`src/rtl/handshake_pkg.sv`:
```
// handshake_pkg: occupancy encoding shared by the producer and consumer
// ends of the valid/ready sample handshake.
package handshake_pkg;

   // Buffer occupancy; the encoding doubles as the level reported to users.
   typedef enum logic [1:0] {
      EMPTY = 2'd0,
      ONE   = 2'd1,
      TWO   = 2'd2
   } occ_e;

   localparam logic [1:0] OCC_LEVEL_MAX = 2'd2;

   // Occupancy state to numeric level (0..2).
   function automatic logic [1:0] occ_level(input occ_e s);
      return 2'(s);
   endfunction

endpackage

```
`src/rtl/sat_counter.sv`:
```
// sat_counter: saturating up-counter with synchronous clear.
// A clear in the same cycle as an increment leaves the count at 1, so an
// event coinciding with the clear is never lost.
module sat_counter #(
   parameter int unsigned WIDTH = 8
) (
   input  logic             clk_i,
   input  logic             rst_ni,
   input  logic             inc_i,
   input  logic             clr_i,
   output logic [WIDTH-1:0] count_o
);

   localparam logic [WIDTH-1:0] CNT_ZERO = {WIDTH{1'b0}};
   localparam logic [WIDTH-1:0] CNT_ONE  = {{(WIDTH-1){1'b0}}, 1'b1};
   localparam logic [WIDTH-1:0] CNT_MAX  = {WIDTH{1'b1}};

   logic [WIDTH-1:0] count_r;

   // Count events, stick at all-ones, clear (or restart at 1) on clr_i.
   always_ff @(posedge clk_i or negedge rst_ni) begin
      if (!rst_ni) begin
         count_r <= CNT_ZERO;
      end else if (clr_i) begin
         count_r <= inc_i ? CNT_ONE : CNT_ZERO;
      end else if (inc_i && (count_r != CNT_MAX)) begin
         count_r <= count_r + CNT_ONE;
      end
   end

   assign count_o = count_r;

endmodule

```
`src/rtl/handshake_source.sv`:
```
// handshake_source: producer end of a valid/ready sample handshake with a
// 2-entry buffer and sticky dropped-sample flag.
// Optional feature macro: HANDSHAKE_SOURCE_OVF_CNT_EN builds the saturating
// dropped-load counter; without it ovf_count_o is tied to zero.
module handshake_source
   import handshake_pkg::*;
#(
   parameter int unsigned           WIDTH         = 24,
   parameter logic [WIDTH-1:0]      RESET_VALUE   = 24'h0,
   parameter int unsigned           OVF_CNT_WIDTH = 8
) (
   input  logic                     clk_i,
   input  logic                     rst_ni,
   input  logic                     load_i,
   input  logic [WIDTH-1:0]         load_data_i,
   output logic                     valid_o,
   input  logic                     ready_i,
   output logic [WIDTH-1:0]         data_o,
   output logic [1:0]               level_o,
   output logic                     overflow_o,
   input  logic                     clr_ovf_i,
   output logic [OVF_CNT_WIDTH-1:0] ovf_count_o
);

   occ_e             state_r;
   logic             valid_r;
   logic [WIDTH-1:0] head_r;
   logic [WIDTH-1:0] tail_r;
   logic             overflow_r;
   logic             transfer_s;
   logic             drop_s;

   // Handshake events from the current registered state and inputs.
   always_comb begin
      transfer_s = valid_r && ready_i;
      drop_s     = load_i && (state_r == TWO) && !transfer_s;
   end

   // Occupancy FSM: head_r is the presented word, tail_r the second slot.
   always_ff @(posedge clk_i or negedge rst_ni) begin
      if (!rst_ni) begin
         state_r <= EMPTY;
         valid_r <= 1'b0;
         head_r  <= RESET_VALUE;
         tail_r  <= RESET_VALUE;
      end else begin
         case (state_r)
            EMPTY: begin
               if (load_i) begin
                  state_r <= ONE;
                  valid_r <= 1'b1;
                  head_r  <= load_data_i;
               end
            end
            ONE: begin
               case ({load_i, transfer_s})
                  2'b10: begin
                     state_r <= TWO;
                     tail_r  <= load_data_i;
                  end
                  2'b01: begin
                     state_r <= EMPTY;
                     valid_r <= 1'b0;
                  end
                  2'b11: begin
                     head_r <= load_data_i;
                  end
                  default: begin
                     state_r <= ONE;
                  end
               endcase
            end
            TWO: begin
               case ({load_i, transfer_s})
                  2'b01: begin
                     state_r <= ONE;
                     head_r  <= tail_r;
                  end
                  2'b11: begin
                     head_r <= tail_r;
                     tail_r <= load_data_i;
                  end
                  default: begin
                     // Idle or dropped load: hold everything.
                     state_r <= TWO;
                  end
               endcase
            end
            default: begin
               state_r <= EMPTY;
               valid_r <= 1'b0;
            end
         endcase
      end
   end

   // Sticky overflow flag; a drop in the clearing cycle keeps it set.
   always_ff @(posedge clk_i or negedge rst_ni) begin
      if (!rst_ni) begin
         overflow_r <= 1'b0;
      end else if (drop_s) begin
         overflow_r <= 1'b1;
      end else if (clr_ovf_i) begin
         overflow_r <= 1'b0;
      end
   end

`ifdef HANDSHAKE_SOURCE_OVF_CNT_EN
   sat_counter #(
      .WIDTH (OVF_CNT_WIDTH)
   ) u_ovf_cnt (
      .clk_i   (clk_i),
      .rst_ni  (rst_ni),
      .inc_i   (drop_s),
      .clr_i   (clr_ovf_i),
      .count_o (ovf_count_o)
   );
`else
   assign ovf_count_o = {OVF_CNT_WIDTH{1'b0}};
`endif

   assign valid_o    = valid_r;
   assign data_o     = head_r;
   assign level_o    = occ_level(state_r);
   assign overflow_o = overflow_r;

endmodule

```
`config.mk`:
```
export PLATFORM = sky130hd
export DESIGN_NAME = handshake_source
export DESIGN_NICKNAME = d
export VERILOG_FILES = /design/src/rtl/handshake_pkg.sv /design/src/rtl/sat_counter.sv /design/src/rtl/handshake_source.sv
export SDC_FILE = /design/constraint.sdc
export NUM_CORES = 1
export LEC_CHECK = 0
export BUFFER_PORTS_ARGS = -buffer_cell sky130_fd_sc_hd__buf_2
export CAP_MARGIN = 20
export CORE_MARGIN = 2
export CORE_UTILIZATION = 40
export CTS_CLUSTER_DIAMETER = 100
export DETAILED_ROUTE_END_ITERATION = 7
export GPL_TIMING_DRIVEN = 0
export SETUP_SLACK_MARGIN = 0.02
export SLEW_MARGIN = 15
export SYNTH_ARGS = -nofsm -noshare
export SYNTH_HDL_FRONTEND = slang
export SYNTH_HIERARCHICAL = 1
export SYNTH_SLANG_ARGS = --single-unit
export TNS_END_PERCENT = 1
```
`constraint.sdc`:
```
create_clock -name clk_i -period 2.9 [get_ports clk_i]
set_clock_uncertainty 0.2 [all_clocks]
set_input_delay 0.29 -clock clk_i [delete_from_list [all_inputs] [get_ports clk_i]]
set_output_delay 0.29 -clock clk_i [all_outputs]
set_load 0.01 [all_outputs]
```
# Word-level counts from Yosys, hierarchy flattened
# Index checks and enable logic that the tools add are counted.
# word_totals
word_cells	47
ram_bits	0
inputBits	29
output_inout_bits	36
mem_bits_ro	0
register_bits	52
latchBits	0
n_memories	0
# classes
multipliers	0
div_mod_pow	0
n_lt_le_gt_ge	0
eq_ne	13
shifts	0
n_reduce_logical	13
mux	15
bitwise_logic	1
n_addsub	0
# op_table
cell	n
2-to-1 mux 24 bit	4
case mux 24 bit (3 select lines)	1
case mux 24 bit (2 select lines)	1
inequality test 2 bit (second input constant)	7
case mux 2 bit (3 select lines)	2
AND reduction 3 bit	3
equality test 2 bit (second input constant)	3
equality test 2 x 1 -> 1 bit (second input constant)	2
2-to-1 mux 1 bit	4
case mux 2 bit (2 select lines)	1
AND reduction 4 bit	1
nonzero test 2 bit	2
logical AND 1 bit	3
case mux 1 bit (3 select lines)	1
nonzero test 3 bit	1
logical NOT 2 bit	1
2-to-1 mux 2 bit	1
inequality test 2 x 1 -> 1 bit (second input constant)	1
OR reduction 2 bit	1
logical NOT 1 bit	1
NOT 1 bit	1

# Longest topological paths before layout
# Gate-level depths: netlist (run 1).
# depth
ltp_word	5
mapped_depth	9
mapped_depth_nobuf	7

# Worst setup path after synthesis (run 1)
# OpenSTA, ideal clock, no wires.
# synth_timing
path_kind	reg-to-reg
start	reg state_r[0], in the netlist level_o[0]
end	reg head_r[0], in the netlist data_o[0]
required_time_ns	2.575
slack_ns	0.812
stages_incl_launch_ff	7
arrival_ns	1.762
path_buffers	2
setup_ns	0.125
synth_period_minus_slack_ns	2.088
path_cell_list	dfrtp_1 -> inv_1 -> ha_1 -> buf_6 -> clkbuf_1 -> mux2_2 -> mux2_4
# synth_via
elab_chain_len	3
word_cells_on_any_way	9
classes_between	eq/ne: 5; mux: 1; reduce/logical: 3
# synth_rtl
item	line_no	rtl
from (decl)	handshake_source.sv:25	occ_e state_r;
from (signal assigned)	handshake_source.sv:42	state_r <= EMPTY;
from (signal assigned)	handshake_source.sv:50	state_r <= ONE;
from (signal assigned)	handshake_source.sv:58	state_r <= TWO;
equality test 2 x 1 -> 1 bit, or another cell as far along	handshake_source.sv:47	case (state_r)
inequality test 2 bit (no line) or nonzero test 3 bit (tied branches)	n/a	
AND reduction 4 bit (no line)	n/a	
to (signal assigned)	handshake_source.sv:52	head_r <= load_data_i;
to (signal assigned)	handshake_source.sv:66	head_r <= load_data_i;
to (signal assigned)	handshake_source.sv:77	head_r <= tail_r;
to (decl)	handshake_source.sv:27	logic [WIDTH-1:0] head_r;
# Parallel ways exist; a longest one is shown, timed or not.
# A chain may end at the register's enable or synchronous reset.

# Final worst setup path (run 1)
# layout_timing
start	reg state_r[0], in the netlist level_o[0]
end	reg head_r[3], in the netlist data_o[3]
# The elaborated chain is that of the path after synthesis.

==> flow_metrics.env, run 1 <==
export IMPL_synthMuxAreaShare_pct=34.77
export IMPL_cap_violations=0
export IMPL_drtIter0Drc=30
export IMPL_synthXorXnorAreaFrac_pct=0
export IMPL_grt_start_max_net_pins=53
export IMPL_antenna_found_initial=0
export IMPL_synth_compound_area_share_pct=2.969
export IMPL_io_buffers=56
export IMPL_netlist_instances=176
export IMPL_num_fill_cells=538
export IMPL_clkSinkCount=52
export IMPL_crit_chain="inv_1, ha_1, buf_6, clkbuf_1, mux2_2, mux2_4"
export IMPL_worst_slack_ps=615.0
export IMPL_num_vias=1540
export IMPL_routed_wl_mm=4.605
export IMPL_core_um2=6350
export IMPL_cts_buffer_depth=2
export IMPL_worstSetupPathType="flop to flop"
export IMPL_grt_usage_pct=13.25
export IMPL_setup_viol_count_final=0
export IMPL_grt_first_pass_wirelength_mm=7.514
export IMPL_grt_pass1_vias=1528
export IMPL_drv_slew=0
export IMPL_start_util_pct=41.14
export IMPL_netlist_top_cells_area="dfrtp_1, mux2_2, mux2_4"
export IMPL_path_max_fanout=10
export IMPL_yosysTopAreaCellShare_pct=49.81
export IMPL_endpoint_kind="flop"
export IMPL_clk_latency_ps=300
export IMPL_dieHeight_um=84.82
export IMPL_setup_tns_ps=0
export IMPL_period_minus_slack_ps=2285
export IMPL_synth_top_family_by_area="multiplexers"
export IMPL_io_pins=65
export IMPL_final_util_pct=49.83
export IMPL_critPathMaxStageDelay_ps=450
export IMPL_ant_nets=0
export IMPL_yosysWarnings=6
export IMPL_multi_input_area_um2=1154
export IMPL_ys_ff_latch=52
export IMPL_placementRows=29
export IMPL_syn_area_um2=2613
export IMPL_wire_per_inst_um=14.13
export IMPL_leakage_uw=0.001533
export IMPL_max_freq_ghz=0.4376
export IMPL_drc=0
export IMPL_cts_clk_slew_worst_paths_ps=100
export IMPL_place_gp_congestion=0.7298
export IMPL_drive_gt1_share_pct=61.85
export IMPL_hold_viol_final=0
export IMPL_finalCritPeriodShare_pct=78.79
export IMPL_synth_fa_ha_area_share_pct=4.310
export IMPL_drt_pre_antenna_iters=4
export IMPL_crit_required_ps=2890
export IMPL_hp_class="primary input to flop"
export IMPL_power_density_nw_per_um2=1213
export IMPL_maxSlewHeadroom_pct=55.53
export IMPL_grt_ovfl_total=0
export IMPL_status="complete, no violations"
export IMPL_worstPathArrival_ps=2280
export IMPL_critical_path_slowest_cell="clkbuf_1"
export IMPL_place_ws_ps=589.6
export IMPL_ir_worst_vdd_v=0.0005826
export IMPL_cts_buffers=5
export IMPL_dpl_hpwl_mm=3.251
export IMPL_viasPerCell=4.724
export IMPL_seqCellArea_um2=1301
export IMPL_yosysTopAreaCell="dfrtp_1"
export IMPL_fin_nets=286
export IMPL_n_antenna_cell=0
export IMPL_yosysSeqAreaShare_pct=49.81
export IMPL_rsz0062_at_grt="false"
export IMPL_cts_tree="built"
export IMPL_syn_avg_cell_area_um2=14.84
export IMPL_tightest_slew_ps=667.0
export IMPL_ys_types=22
export IMPL_area_delta_synth_final_pct=21.12
export IMPL_htree_levels=2
export IMPL_die_x_um=84.82
export IMPL_yosys_area_share_simple_pct=0.9579
export IMPL_startpoint_type="flop"
export IMPL_die_area_um2=7194
export IMPL_cts_root_buf="clkbuf_8"
area by class of cell:
class,count,area share [%]
Buffer,16,4.864
Clock buffer,7,3.045
Clock inverter,1,0.9490
Inverter,8,0.9490
Multi-Input combinational cell,107,36.46
Sequential cell,52,41.12
Tap cell,77,3.045
Timing Repair Buffer,58,9.569
kinds of logic (layout without fill, tap and decap cells):
family / Yosys count / in the layout
AOI/OAI and AO/OA: 10 / 10
muxes: 74 / 74
other: 1 / 8
adders and majority gates: 9 / 9
and+or+nand+nor: 6 / 6
DFF: 52 / 52
buffers and inverters: 24 / 90
per-stage QoR:
step | hold slack [ps] | std cells | total power (µW) | cell area, µm²
finish | 25.30 | 326 | 3837 | 3164
global route | 14.38 | 326 | 4087 | 3164
CTS | 17.46 | 326 | 3894 | 3164
detailed placement | 182.0 | 316 | 3341 | 3018
global placement | 272.5 | 316 | 3296 | 3015
floorplan | -205.6 | 183 | 2861 | 2639
critical path: cells and delay by family (launching register included):
family	cells	cell delay, ps
DFF	1	430
muxes	2	670
adders and majority gates	1	180
buffers and inverters	3	700
timing repair:
| item | in CTS | in global routing |
|---|---|---|
| setup endpoints to repair | 0 | 0 |
| setup buffers | 0 | 0 |
| hold buffers | 2 | 0 |
| resized for setup | 0 | 0 |
| endpoints found under the hold margin | 53 | 0 |
cell usage in the layout, fill, tap and decap left out, types with 3 or more instances in the layout:
| cell | instances |
|---|---|
| buf_2 | 56 |
| ha_1 | 9 |
| inv_1 | 8 |
| clkbuf_8 | 7 |
| buf_4 | 9 |
| nand2_1 | 3 |
| mux2_4 | 20 |
| conb_1 | 8 |
| a21oi_1 | 3 |
| mux2_2 | 54 |
| buf_6 | 4 |
| dfrtp_1 | 52 |
flip-flops by register name, summed over array words and instances (netlist names):
register	cells
tail_r	24
valid_o	1
data_o	24
overflow_o	1
level_o	2
final timing paths:
kind                            depth (start not counted)                     end  slack [ps]                    from
worst max-delay path                                    6   data_o[3]$_DFFE_PN0P_         620  level_o[0]$_DFFE_PN0P_
worst min-delay path                                    2  tail_r[12]$_DFFE_PN0P_          30         load_data_i[12]
worst max register to register                          6   data_o[3]$_DFFE_PN0P_         620  level_o[0]$_DFFE_PN0P_
worst min register to register                          1   tail_r[8]$_DFFE_PN0P_         310   tail_r[8]$_DFFE_PN0P_
max in group asynchronous                               2  data_o[15]$_DFFE_PN0P_        1690                  rst_ni
min in group asynchronous                               2  overflow_o$_DFFE_PN0P_         340                  rst_ni
report_power, final:
part | switching [µW] | total (µW) | internal [µW]
Combinational | 789 | 2000 | 1210
Clock | 238 | 543 | 305
Sequential | 185 | 1300 | 1110
per-layer routing:
metal	part of all wire, %	global-route usage [%]
met1	48	18.47
met2	45	20.26
met3	6.0	3.502
met4	1.2	4.329
met5	0	0
cells in the mapped netlist:
| library cell | count |
|---|---|
| mux2_2 | 54 |
| dfrtp_1 | 52 |
| mux2_4 | 20 |
| ha_1 | 9 |
| buf_4 | 8 |
| inv_1 | 8 |
| buf_6 | 4 |
| a21oi_1 | 3 |
| nand2_1 | 3 |
| buf_12 | 2 |
| nor2_1 | 2 |
| a221oi_1 | 1 |
| buf_2 | 1 |
| clkbuf_1 | 1 |
| conb_1 | 1 |
| nor2b_1 | 1 |
| o21a_1 | 1 |
| o21ai_0 | 1 |
| o21bai_1 | 1 |
| o221ai_2 | 1 |
| o311a_1 | 1 |
| o32ai_1 | 1 |
Note: power is estimated with default switching activity, not from simulation.
==> inputs of run 2 (changes only) <==
--- a/config.mk
+++ b/config.mk
@@ -5,6 +5,7 @@
 export SDC_FILE = /design/constraint.sdc
 export NUM_CORES = 1
 export LEC_CHECK = 0
+export ABC_AREA = 1
 export BUFFER_PORTS_ARGS = -buffer_cell sky130_fd_sc_hd__buf_2
 export CAP_MARGIN = 20
 export CORE_MARGIN = 2
@@ -12,6 +13,7 @@
 export CTS_CLUSTER_DIAMETER = 100
 export DETAILED_ROUTE_END_ITERATION = 7
 export GPL_TIMING_DRIVEN = 0
+export PLACE_DENSITY = 0.65
 export SETUP_SLACK_MARGIN = 0.02
 export SLEW_MARGIN = 15
 export SYNTH_ARGS = -nofsm -noshare
==> constraint.sdc (replaced) <==
create_clock -name clk_i -period 2.05 [get_ports clk_i]
set_clock_uncertainty 0.2 [all_clocks]
set_input_delay 0.205 -clock clk_i [delete_from_list [all_inputs] [get_ports clk_i]]
set_output_delay 0.205 -clock clk_i [all_outputs]
set_load 0.01 [all_outputs]
==> run 2 against run 1 <==
Effect of this change:
- synthesized cell count rose by 82%
- sequential share of layout area is 2.6 points lower
- wire length increased by 30%
==> flow_metrics.env, run 2 <==
export IMPL_status="complete, no violations"
export IMPL_power_density_nw_per_um2=1465
export IMPL_synth_flop_cell="dfrtp_1"
export IMPL_grt_start_max_net_pins=53
export IMPL_place_gp_congestion=0.7634
export IMPL_grt_pass1_vias=2245
export IMPL_critPathMaxStageDelay_ps=380
export IMPL_n_antenna_cell=0
export IMPL_ant_nets=0
export IMPL_grt_usage_pct=17.75
export IMPL_worstSetupPathType="flop to flop"
export IMPL_ys_types=21
export IMPL_routed_wl_mm=5.981
export IMPL_wire_per_inst_um=12.13
export IMPL_viasPerCell=4.665
export IMPL_placementRows=29
export IMPL_finalNonFillerCells=493
export IMPL_cts_buffer_depth=2
export IMPL_grt_first_pass_wirelength_mm=10.36
export IMPL_cap_violations=0
export IMPL_io_pins=65
export IMPL_cts_root_buf="clkbuf_8"
export IMPL_cts_buffers=5
export IMPL_drc=0
export IMPL_path_depth=8
export IMPL_io_buffers=56
export IMPL_drtIter0Drc=123
export IMPL_path_max_fanout=10
export IMPL_layout_commonest_cell="nand2_1"
export IMPL_yosysSeqAreaShare_pct=49.67
export IMPL_num_fill_cells=598
export IMPL_startpoint_type="flop"
export IMPL_core_um2=6350
export IMPL_maxSlewHeadroom_pct=56.15
export IMPL_max_freq_ghz=0.5257
export IMPL_area_delta_synth_final_pct=28.94
export IMPL_rsz0062_at_grt="true"
export IMPL_die_area_um2=7213
export IMPL_tightest_slew_ps=657.7
export IMPL_clkSinkCount=52
export IMPL_min_delay_path_depth=3
export IMPL_grt_ovfl_total=0
export IMPL_yosysMostFrequentCell="nand2_1"
export IMPL_cp_top_family="buffers and inverters"
export IMPL_yosysTopAreaCellShare_pct=49.67
export IMPL_multi_input_area_um2=1033
export IMPL_period_minus_slack_ps=1902
export IMPL_yosysTopAreaCell="dfrtp_1"
export IMPL_drive_gt1_share_pct=22.84
export IMPL_crit_top_cell="nand2_1"
export IMPL_setup_viol_count_final=0
export IMPL_start_util_pct=41.26
export IMPL_syn_avg_cell_area_um2=8.188
export IMPL_hp_class="primary input to flop"
export IMPL_die_x_um=84.93
export IMPL_syn_area_um2=2620
export IMPL_antenna_found_initial=0
export IMPL_crit_chain="nand2_1, inv_1, ha_2, nor2_1, a21oi_4, clkbuf_4, nand3_1, nand2_1"
export IMPL_critical_path_slowest_cell="dfrtp_1"
export IMPL_reg2regPathDepth=8
export IMPL_endpoint_kind="flop"
export IMPL_power_total_uw=4950
export IMPL_critPathBufInv=2
export IMPL_cts_tree="built"
export IMPL_worstPathArrival_ps=1960
export IMPL_ys_ff_latch=52
export IMPL_cts_clk_slew_worst_paths_ps=100
export IMPL_synthTopCellsByCount="nand2_1, dfrtp_1, o21ai_0, inv_1, nand3_1"
export IMPL_drt_pre_antenna_iters=5
export IMPL_drv_slew=0
export IMPL_hold_viol_final=0
export IMPL_dieHeight_um=84.93
export IMPL_dpl_hpwl_mm=3.960
export IMPL_yosysWarnings=6
export IMPL_netlist_instances=320
export IMPL_clk_latency_ps=310
export IMPL_netlist_top_cells_area="dfrtp_1, nand2_1, o21ai_0"
export IMPL_synth_edff_count=0
export IMPL_crit_required_ps=2100
export IMPL_fin_nets=453
export IMPL_finalCritPeriodShare_pct=92.80
export IMPL_seqCellArea_um2=1301
export IMPL_layout_common_cells="nand2_1, buf_2, dfrtp_1"
export IMPL_htree_levels=2
export IMPL_ir_worst_vdd_v=0.0007490
export IMPL_synthArstFlopShare_pct=100.0
export IMPL_setup_tns_ps=0
export IMPL_num_vias=2300
export IMPL_leakage_uw=0.001825
export IMPL_dp_cells=460
==> run 2: cell count changes after synthesis, moves of 2 or more <==
cell / change
o21ai_1: +4
nand2_4: +2
nand3_1: +27
a21oi_1: -2
buf_12: -2
mux2_4: -20
mux2_2: -54
clkbuf_1: +2
buf_2: +7
o21ai_0: +48
nand2_1: +104
buf_6: +2
inv_1: +27
==> run 2: worst paths after layout <==
check | start | endpoint | slack [ps]
max in group asynchronous | rst_ni | data_o[8]$_DFFE_PN0P_ | 950
setup / recovery | valid_o$_DFFE_PN0P_ | data_o[13]$_DFFE_PN0P_ | 150
min in group asynchronous | rst_ni | tail_r[16]$_DFFE_PN0P_ | 260
hold / removal | load_data_i[20] | tail_r[20]$_DFFE_PN0P_ | 8
hold reg to reg | data_o[22]$_DFFE_PN0P_ | data_o[22]$_DFFE_PN0P_ | 270
setup reg to reg | valid_o$_DFFE_PN0P_ | data_o[13]$_DFFE_PN0P_ | 150
==> run 2: tightest hold or removal path: stages <==
cell	delay (ps)
buf_2	100
inv_1	80
o21ai_0	90
==> run 2: layout make-up <==
type / instances / share of cell area [%]
Sequential cell: 52 / 38.52
Multi-Input combinational cell: 214 / 30.59
Timing Repair Buffer: 81 / 15.78
Buffer: 25 / 5.407
Inverter: 36 / 4.000
Tap cell: 77 / 2.852
Clock buffer: 6 / 2.444
Clock inverter: 2 / 0.4074
==> run 2: routing by layer <==
layer	wire length (µm)	vias up	share of wire, %	track usage [%]
met5	0	-	0	0
met4	36	0	0.60	5.051
met3	334	2	5.6	3.794
met2	2715	76	45	28.56
met1	2894	1049	48	24.38
li1	-	1173	-	-
==> run 2: timing repair <==
action                                  4_1_cts  5_1_grt
hold endpoints to repair                     76        0
endpoints found under the setup margin        0       32
hold buffers                                 25        0
resized for setup                             0        4
setup buffers                                 0        0
==> run 2: through the flow <==
stage | util (%) | area (µm²) | setup WS [ps] | hold WS (ps)
floorplan | - | 2646 | 334.0 | -290.6
global route | 53.20 | 3378 | 3.433 | 54.43
detailed placement | 47.65 | 3025 | 115.8 | 90.92
global placement | 47.61 | 3023 | 149.0 | 197.7
CTS | 53.10 | 3372 | 82.79 | 6.070
finish | 53.20 | 3378 | 147.7 | 7.694
==> run 2: where the power goes <==
group / leakage, µW / total, µW / internal, µW / switching, µW
clock: 0.0000516 / 639 / 277 / 362
sequential: 0.000644 / 1800 / 1540 / 255
combinational: 0.00113 / 2510 / 975 / 1540
total: 0.00183 / 4950 / 2800 / 2150
==> run 2: kinds of logic (layout without fill, tap and decap cells) <==
family / after synthesis / in the layout / synth area share, %
other: 1 / 8 / 0.1431
adder cells (fa/ha/maj): 9 / 9 / 4.298
AND/OR/NAND/NOR: 140 / 140 / 22.25
AO/OA/AOI/OAI: 57 / 57 / 11.65
buffers and inverters: 61 / 150 / 11.99
flip-flops: 52 / 52 / 49.67
